**config.mk**
```make
export PLATFORM = sky130hd
export DESIGN_NAME = game_timer_ctrl
export DESIGN_NICKNAME = d
export VERILOG_FILES = /design/src/rtl/game_pkg.sv /design/src/rtl/target_ctrl.sv /design/src/rtl/game_timer_ctrl.sv
export SDC_FILE = /design/constraint.sdc
export NUM_CORES = 1
export LEC_CHECK = 0
export CORE_MARGIN = 2
export CORE_UTILIZATION = 40
export CTS_BUF_LIST = sky130_fd_sc_hd__clkbuf_4 sky130_fd_sc_hd__clkbuf_8 sky130_fd_sc_hd__clkbuf_16
export CTS_CLUSTER_DIAMETER = 40
export DETAILED_ROUTE_END_ITERATION = 12
export PLACE_DENSITY = 0.78
export SYNTH_ARGS = -nofsm -noshare
export SYNTH_HDL_FRONTEND = slang
export SYNTH_HIERARCHICAL = 1
export SYNTH_SLANG_ARGS = --single-unit
```
**constraint.sdc**
```tcl
create_clock -name clock -period 3.14 [get_ports clock]
set_clock_uncertainty 0.2 [all_clocks]
set_input_delay 0.942 -clock clock [delete_from_list [all_inputs] [get_ports clock]]
set_output_delay 0.942 -clock clock [all_outputs]
set_load 0.1 [all_outputs]
```
**src/rtl/game_pkg.sv**
```systemverilog
// Shared encodings for the game timer sequencer: game FSM, target FSM and result codes.
package game_pkg;

  typedef enum logic [1:0] {
    IDLE,
    RUN,
    OVER
  } game_state_t;

  typedef enum logic [1:0] {
    T_IDLE,
    T_ARMED,
    T_HIT,
    T_MISS
  } tgt_state_t;

  localparam logic [1:0] RES_NONE = 2'd0;
  localparam logic [1:0] RES_HIT  = 2'd1;
  localparam logic [1:0] RES_MISS = 2'd2;

endpackage

```
**src/rtl/target_ctrl.sv**
```systemverilog
// One target's reaction window: arms on software request during a game, then
// resolves to hit (sensor) or miss (window expiry) until software clears it.
module target_ctrl
  import game_pkg::*;
#(
  parameter int unsigned TARGET_MS = 1000
) (
  input  logic        i_clk,
  input  logic        i_rst_n,
  input  logic        i_run,
  input  logic        i_tick,
  input  logic        i_active,
  input  logic        i_sensor,
  input  logic        i_force_idle,
  output logic [15:0] o_timer,
  output logic [1:0]  o_code
);

  localparam logic [15:0] LOAD = 16'(TARGET_MS);

  tgt_state_t  r_state, w_state_nxt;
  logic [15:0] r_timer, w_timer_nxt;
  logic [1:0]  r_code,  w_code_nxt;

  always_ff @(posedge i_clk or negedge i_rst_n) begin
    if (!i_rst_n) begin
      r_state <= T_IDLE;
      r_timer <= '0;
      r_code  <= RES_NONE;
    end else begin
      r_state <= w_state_nxt;
      r_timer <= w_timer_nxt;
      r_code  <= w_code_nxt;
    end
  end

  // Priority: game end > cancel > sensor > expiry tick.
  always_comb begin
    w_state_nxt = r_state;
    w_timer_nxt = r_timer;
    w_code_nxt  = r_code;
    if (i_force_idle) begin
      w_state_nxt = T_IDLE;
      w_timer_nxt = '0;
      w_code_nxt  = RES_NONE;
    end else begin
      unique case (r_state)
        T_IDLE: begin
          if (i_run && i_active) begin
            w_state_nxt = T_ARMED;
            w_timer_nxt = LOAD;
          end
        end
        T_ARMED: begin
          if (!i_active) begin
            w_state_nxt = T_IDLE;
            w_timer_nxt = '0;
            w_code_nxt  = RES_NONE;
          end else if (i_sensor) begin
            w_state_nxt = T_HIT;
            w_code_nxt  = RES_HIT;
          end else if (i_tick) begin
            if (r_timer == 16'd1) begin
              w_state_nxt = T_MISS;
              w_timer_nxt = '0;
              w_code_nxt  = RES_MISS;
            end else begin
              w_timer_nxt = r_timer - 16'd1;
            end
          end
        end
        T_HIT, T_MISS: begin
          if (!i_active) begin
            w_state_nxt = T_IDLE;
            w_timer_nxt = '0;
            w_code_nxt  = RES_NONE;
          end
        end
        default: begin
          w_state_nxt = T_IDLE;
          w_timer_nxt = '0;
          w_code_nxt  = RES_NONE;
        end
      endcase
    end
  end

  assign o_timer = r_timer;
  assign o_code  = r_code;

endmodule

```
**src/rtl/game_timer_ctrl.sv**
```systemverilog
// Game sequencer: ms prescaler, game countdown FSM and two target windows,
// driving the register file's hardware-write ports.
module game_timer_ctrl
  import game_pkg::*;
#(
  parameter int unsigned TICK_DIV  = 50000,
  parameter int unsigned TARGET_MS = 1000,
  parameter int unsigned GAME_MS   = 60000
) (
  input  logic        clock,
  input  logic        ctrl_reset_n,
  input  logic        game_start,
  input  logic [31:0] t1active_read,
  input  logic [31:0] t2active_read,
  input  logic        t1_sensor,
  input  logic        t2_sensor,
  output logic [31:0] timer1_write,
  output logic [31:0] timer2_write,
  output logic [31:0] gametimer_write,
  output logic [31:0] t1hit_write,
  output logic [31:0] t2hit_write,
  output logic        game_over
);

  localparam int          PW        = $clog2(TICK_DIV);
  localparam logic [PW-1:0] DIV_MAX = PW'(TICK_DIV - 1);
  localparam logic [23:0] GAME_LOAD = 24'(GAME_MS);

  game_state_t   r_state, w_state_nxt;
  logic [23:0]   r_gtimer, w_gtimer_nxt;
  logic [PW-1:0] r_presc;
  logic          w_run, w_tick, w_game_end;
  logic [15:0]   w_t1_timer, w_t2_timer;
  logic [1:0]    w_t1_code, w_t2_code;
  logic          w_unused;

  assign w_unused   = ^{t1active_read[31:1], t2active_read[31:1]};
  assign w_run      = (r_state == RUN);
  assign w_tick     = w_run && (r_presc == DIV_MAX);
  assign w_game_end = w_tick && (r_gtimer == 24'd1);

  // Held at zero outside RUN, so every RUN entry starts a full tick period.
  always_ff @(posedge clock or negedge ctrl_reset_n) begin
    if (!ctrl_reset_n) begin
      r_presc <= '0;
    end else if (!w_run || w_tick) begin
      r_presc <= '0;
    end else begin
      r_presc <= r_presc + 1'b1;
    end
  end

  always_ff @(posedge clock or negedge ctrl_reset_n) begin
    if (!ctrl_reset_n) begin
      r_state  <= IDLE;
      r_gtimer <= '0;
    end else begin
      r_state  <= w_state_nxt;
      r_gtimer <= w_gtimer_nxt;
    end
  end

  always_comb begin
    w_state_nxt  = r_state;
    w_gtimer_nxt = r_gtimer;
    unique case (r_state)
      IDLE, OVER: begin
        if (game_start) begin
          w_state_nxt  = RUN;
          w_gtimer_nxt = GAME_LOAD;
        end
      end
      RUN: begin
        if (w_game_end) begin
          w_state_nxt  = OVER;
          w_gtimer_nxt = '0;
        end else if (w_tick) begin
          w_gtimer_nxt = r_gtimer - 24'd1;
        end
      end
      default: begin
        w_state_nxt  = IDLE;
        w_gtimer_nxt = '0;
      end
    endcase
  end

  target_ctrl #(.TARGET_MS(TARGET_MS)) u_t1 (
    .i_clk        (clock),
    .i_rst_n      (ctrl_reset_n),
    .i_run        (w_run),
    .i_tick       (w_tick),
    .i_active     (t1active_read[0]),
    .i_sensor     (t1_sensor),
    .i_force_idle (w_game_end),
    .o_timer      (w_t1_timer),
    .o_code       (w_t1_code)
  );

  target_ctrl #(.TARGET_MS(TARGET_MS)) u_t2 (
    .i_clk        (clock),
    .i_rst_n      (ctrl_reset_n),
    .i_run        (w_run),
    .i_tick       (w_tick),
    .i_active     (t2active_read[0]),
    .i_sensor     (t2_sensor),
    .i_force_idle (w_game_end),
    .o_timer      (w_t2_timer),
    .o_code       (w_t2_code)
  );

  assign timer1_write    = {16'd0, w_t1_timer};
  assign timer2_write    = {16'd0, w_t2_timer};
  assign gametimer_write = {8'd0, r_gtimer};
  assign t1hit_write     = {30'd0, w_t1_code};
  assign t2hit_write     = {30'd0, w_t2_code};
  assign game_over       = (r_state == OVER);

endmodule

```
---- Yosys cells after proc, flatten, opt, wreduce, memory -nomap -nowiden ----
Cells that the tools add are included.
storage, ports and cells
  register bits after elaboration ......... 82
  input bits .............................. 69
  output and inout port bits .............. 161
  word-level logic and storage cells ...... 114
operators by class
  add/sub/neg operators ................... 4
  equal/unequal tests ..................... 27
  mux-type cells .......................... 52
  reduce and logical (&&, ||, !) cells .... 22
operators by type and width
  cell                   number
  $mux 16                15
  $pmux 16 s3            2
  $mux 24                3
  $mux 2                 26
  $pmux 24 s2            1
  $eq 16x1->1 const B    2
  $sub 16x1->16 const B  2
  $eq 24x1->1 const B    1
  $reduce_and 4->1       6
  $sub 24x1->24 const B  1
  $add 16x1->16 const B  1
  $eq 16x16->1 const B   1
  $pmux 2 s2             3
  $pmux 2 s3             2
  $eq 2x2->1 const B     5
  $ne 5x4->1 const B     2
  $ne 4x3->1 const B     2
  $ne 4x4->1 const B     2
  $eq 2x1->1 const B     3
  $logic_not 2->1        3
  $ne 3x2->1 const B     2
  $ne 3x3->1 const B     2
  $reduce_bool 3->1      2
  $reduce_or 2->1        3
  8 further kinds        13

---- Longest topological paths before layout ----
  word-level depth ........................ 7
  mapped depth ............................ 13
  mapped depth without buffers ............ 11

---- Modules after synthesis ----
Netlist, hierarchy kept.
modules (own cells, without submodules)
  module               times used  cells an instance  area each (um^2)  sequential area each (um^2)
  game_timer_ctrl      1           337                2987.9            1051.0
  target_ctrl at u_t1  1           154                1343.8            500.5
  target_ctrl at u_t2  1           143                1271.2            500.5

---- Worst setup path before layout ----
No wires, ideal clock.
  path kind ............................... flip-flop to flip-flop
  from .................................... register r_gtimer[15]
  to ...................................... register u_t2.r_timer[0] (netlist: u_t2/o_timer[0])
  setup time .............................. 167 ps
  data arrival time ....................... 3105 ps
  data required time ...................... 2773 ps
  path slack .............................. -333 ps
  cell stages (with the launch flop) ...... 12
  buffers on the path ..................... 1
  clock period less this slack ............ 3473 ps
  cells stage by stage .................... dfrtp_1 -> or4_4 -> nand2b_4 -> nor3_4 -> nand2_1 -> inv_1 -> nand2b_1 -> nand2b_1 -> buf_2 -> nor2_1 -> nand2_1 -> o21ai_0
on the way
  cells in the longest elaborated chain, start to end .. 4
  elaborated cells on any way between the ends .. 8
  classes of those cells .................. 5 x eq/ne; 1 x mux; 2 x reduce/logical
RTL lines
  element                                                    RTL line               RTL
  from (decl)                                                game_timer_ctrl.sv:30  logic [23:0] r_gtimer, w_gtimer_nxt;
  from (signal assigned)                                     game_timer_ctrl.sv:59  r_gtimer <= w_gtimer_nxt;
  $eq 24x1->1 *                                              game_timer_ctrl.sv:40  assign w_game_end = w_tick && (r_gtimer == 24'd1);
  $logic_and 1x1->1 *                                        game_timer_ctrl.sv:40
  net w_game_end                                             game_timer_ctrl.sv:32  logic w_run, w_tick, w_game_end;
  $ne 4x4->1 (no source line), or another cell as far along  -
  $reduce_and 4->1 (no source line)                          -
  to (signal assigned)                                       target_ctrl.sv:32      r_timer <= w_timer_nxt;
  to (decl)                                                  target_ctrl.sv:22      logic [15:0] r_timer, w_timer_nxt;
The timed path passes the listed nets; every way through them passes the cells marked *.
A chain may end at the register's enable or synchronous reset.

---- Final worst setup path ----
  from .................................... register r_presc[0]
  to ...................................... register u_t2.r_timer[8] (netlist: u_t2/o_timer[8])
on the way
  cells in the longest elaborated chain, start to end .. 5
  elaborated cells on any way between the ends .. 9
  classes of those cells .................. 5 x eq/ne; 1 x mux; 3 x reduce/logical
RTL lines
  element                                                    RTL line               RTL
  from (decl)                                                game_timer_ctrl.sv:31  logic [PW-1:0] r_presc;
  from (signal assigned)                                     game_timer_ctrl.sv:49  r_presc <= r_presc + 1'b1;
  $eq 16x16->1 *                                             game_timer_ctrl.sv:39  assign w_tick = w_run && (r_presc == DIV_MAX);
  $logic_and 1x1->1 *                                        game_timer_ctrl.sv:39
  net w_tick                                                 game_timer_ctrl.sv:32
  $logic_and 1x1->1                                          game_timer_ctrl.sv:40
  $ne 4x4->1 (no source line), or another cell as far along  -
  $reduce_and 4->1 (no source line)                          -
Marks and branches as above.

==> results list <==
* DR pass1 iterations: 5
* Global route total overflow: 0
* Reported leakage power: 0.00287 uW
- Syn. warnings: 6
- The number of pins with negative max-slew slack in the final report is 0.
- Initial cell density of the core: 40.7%
- RSZ-0062 raised after global routing: false
- Slew at the pin with the worst max-slew slack: 0.698 ns
- Crit-path max cell delay: 0.38 ns
* Final Hold Viols: 0
- Predominant post-synthesis flop cell: sky130_fd_sc_hd__dfrtp_1
* Launching element type of the critical path: flip-flop
- Power consumption: 5640 uW
- Vias/cell: 5.28
- Count of nets after finishing: 788
- The largest total area in the synthesized netlist belongs to sky130_fd_sc_hd__dfrtp_1.
- Clock tree synthesis found a total of 82 sinks.
- Number of levels the H-tree was split into: 3
* Pin count of the biggest net entering global routing: 42
- Placement row count: 43
- Once the clock tree was built, the setup fixing pass inserted 0 buffers.
* Area fraction of the dominant cell type after synthesis: 36.6%
- The number of global-route vias before repair was 4354.
* Final setup violation count: 0
* Most common library cell in the layout ignoring fill and taps: sky130_fd_sc_hd__conb_1
- For the worst setup path, the data required time is 3.16 ns.
- Largest driver fanout on the critical path: 11
* Area Growth Syn to Fin: 14.0%
- CP endpoint kind: flip-flop
- The critical path goes through ha_1, and3_1, nand3_1, nor3_4, buf_4, nand2b_1, a311o_1, a21oi_1, nand3b_1, o311ai_2.
- Slew Limit Headroom: 53.1%
- Combined global-route utilization of all metal layers: 17.4%
- Min cycle time layout: 2.93 ns
- Data arrival, critical path: 2.96 ns
* Achievable clock frequency: 341 MHz
- TritonCTS built the clock tree.
- The finished cells cover 0.00639 mm2.
- Worst-skew pair later-pin latency: 0.34 ns
- After synthesis the netlist holds a flip-flop and latch count of 82.
- In this run the count of I/O pins placed on the die edge is 230.
- Clk buf depth: 2
- Clock-pin slew on the worst setup and hold paths: 0.06 ns
* Vias after detailed routing: 4739
- Power density cells: 883 mW/mm2
- The repair_antennas step left the layout with diodes totalling 0.
- After floorplanning, the core was sized to cover 0.0138 mm2.
- Horiz. Die Dim: 122 um
- At the end of routability-driven placement, the weighted congestion stood at 0.860.
- Antenna violations before repair: 0
* Total of cells resized after clock tree synthesis: 0
* Maximum ir drop on the vdd rail: 910 uV
- The tree is rooted in a sky130_fd_sc_hd__clkbuf_16.
- For this run, design rule violations remaining after detail routing come to 0.
- Result of the run: completed
- Total placed instance area: 0.00606 mm2
- Critical Path Slowest Stage Cell: sky130_fd_sc_hd__dfrtp_1
- Fraction of the yosys area taken by sequential cells: 36.6%
* Height of the die: 122 um
* Global-route wire length before repair: 21100 um
* Total Wirelength: 12800 um
* Number of buffers created by CTS: 9
- For this run, asynchronously set or reset flops after synthesis account for 100%.
- Number of distinct standard cells referenced by the synthesized netlist: 72
* Cell types occupying the most area after synthesis: sky130_fd_sc_hd__dfrtp_1 (37%), sky130_fd_sc_hd__buf_4 (14%), sky130_fd_sc_hd__nor2_1 (3.5%), sky130_fd_sc_hd__xnor2_1 (2.7%), sky130_fd_sc_hd__nand2_1 (2.5%)
* Most frequent cells in the layout: sky130_fd_sc_hd__conb_1 (100), sky130_fd_sc_hd__buf_4 (86), sky130_fd_sc_hd__dfrtp_1 (73)
- Summed over all nets, the half-perimeter wirelength after detailed placement is 9040 um.
* Input/output buffers: 67
- Yosys mapped a number of flops with a built-in enable equal to 0.
- Total Neg Setup Slack: 0 ns
- Detailed Route Iter0 Violations: 295
- The average instance in the mapped netlist occupies 8.84 um2.
- Ratio of final minimum period to clock period: 93.5%
- After technology mapping, the gate count stands at 634.
- The detail route stage leaves a number of antenna-violating nets equal to 0.
- Of the cells placed in the final design, the portion with a size suffix greater than 1 is 19.1%.
* Die footprint: 0.0150 mm2
- The tightest min-delay check is of the reg -> reg type.
- Post-detailed-route wirelength per cell: 14.3 um
* Max Cap Violations: 0
- Worst setup path category: reg -> reg
- Post-synthesis cell area: 0.00560 mm2
- Hold buffer count at cts: 0
## critical path: cells and delay by family (launching register included)
family          cells  cell delay, ns
simple gates        5            0.95
compound gates      3            0.87
flops               1            0.38
buf+inv             1            0.23
fa+ha+maj           1            0.19
## cells in the mapped netlist (all sizes together) (5+ instances only)
library cell and instances:
nand3 17, o31ai 10, nor4 16, a211oi 6, a21oi 18, o41ai 8, nand4 10, dfrtp 82
o21ai 29, nor3 28, nand2b 21, inv 24, o211ai 5, clkbuf 9, nand2 38, buf 115
xor2 7, a31oi 10, or4 9, and3 8, ha 7, xnor2 17, nor2 54, a211o 7
o22ai 9, and2 5, or3 13, o221ai 5
## registers in the layout, summed over array words and instances, names as in the netlist
name and flops:
u_t1/o_code 2, r_state 2, u_t1/o_timer 16, u_t2/o_timer 16
u_t1/r_state 2, r_presc 16, r_gtimer 24, u_t2/r_state 2
u_t2/o_code 2
## stage by stage
stage	worst slack [ns]	hold WS [ns]	util, %	std cells
detailed placement	0.106	0.283	44.0	881
global placement	0.130	0.271	44.0	881
CTS	0.133	0.292	46.3	897
floorplan	0.000473	0.248	-	733
global route	0.0186	0.303	46.4	897
finish	0.206	0.286	46.4	897
## power breakdown
group / switching [uW] / internal [uW]
registers: 318 / 1260
clock network: 429 / 667
logic: 2340 / 628
## cell type report
class                   count  area [um2]
inverters                  24        92.6
clock inverters             4        50.0
flip-flops and latches     82        2070
clock buffers              12         260
fillers                  1344        7390
well taps                 180         225
repair buffers             92         716
multi-input cells         503        2980
## routing by layer
metal	routed length (um)	share of wire, %	GRT usage (%)	up-vias
li1	-	-	-	2252
met1	5690	44	23.4	2314
met2	6250	49	28.5	165
met3	767	6.0	3.44	8
met4	116	0.90	5.10	0
met5	0	0	0	-
## kinds of logic (layout without fill, tap and decap cells)
group	Yosys count	count (layout)	share of synthesized area, %
adder cells (fa/ha/maj)	7	7	1.56
flip-flops	82	82	36.6
XOR/XNOR	24	24	3.75
AO/OA/AOI/OAI	136	136	17.1
AND/OR/NAND/NOR	236	236	23.6
buffers and inverters	148	132	17.3
other	1	100	0.0669
## path summary, 6_finish.rpt
path / start / to / slack (ns) / depth (start not counted)
hold / removal: r_presc[0] / r_presc[0] / 0.29 / 1
max in group asynchronous: ctrl_reset_n / r_gtimer[15] / 1.60 / 2
setup reg to reg: r_presc[0] / u_t2/o_timer[8] / 0.21 / 10
setup / recovery: r_presc[0] / u_t2/o_timer[8] / 0.21 / 10
hold reg to reg: r_presc[0] / r_presc[0] / 0.29 / 1
min in group asynchronous: ctrl_reset_n / u_t1/o_timer[12] / 0.39 / 1
(Power assumes the default switching activity.)
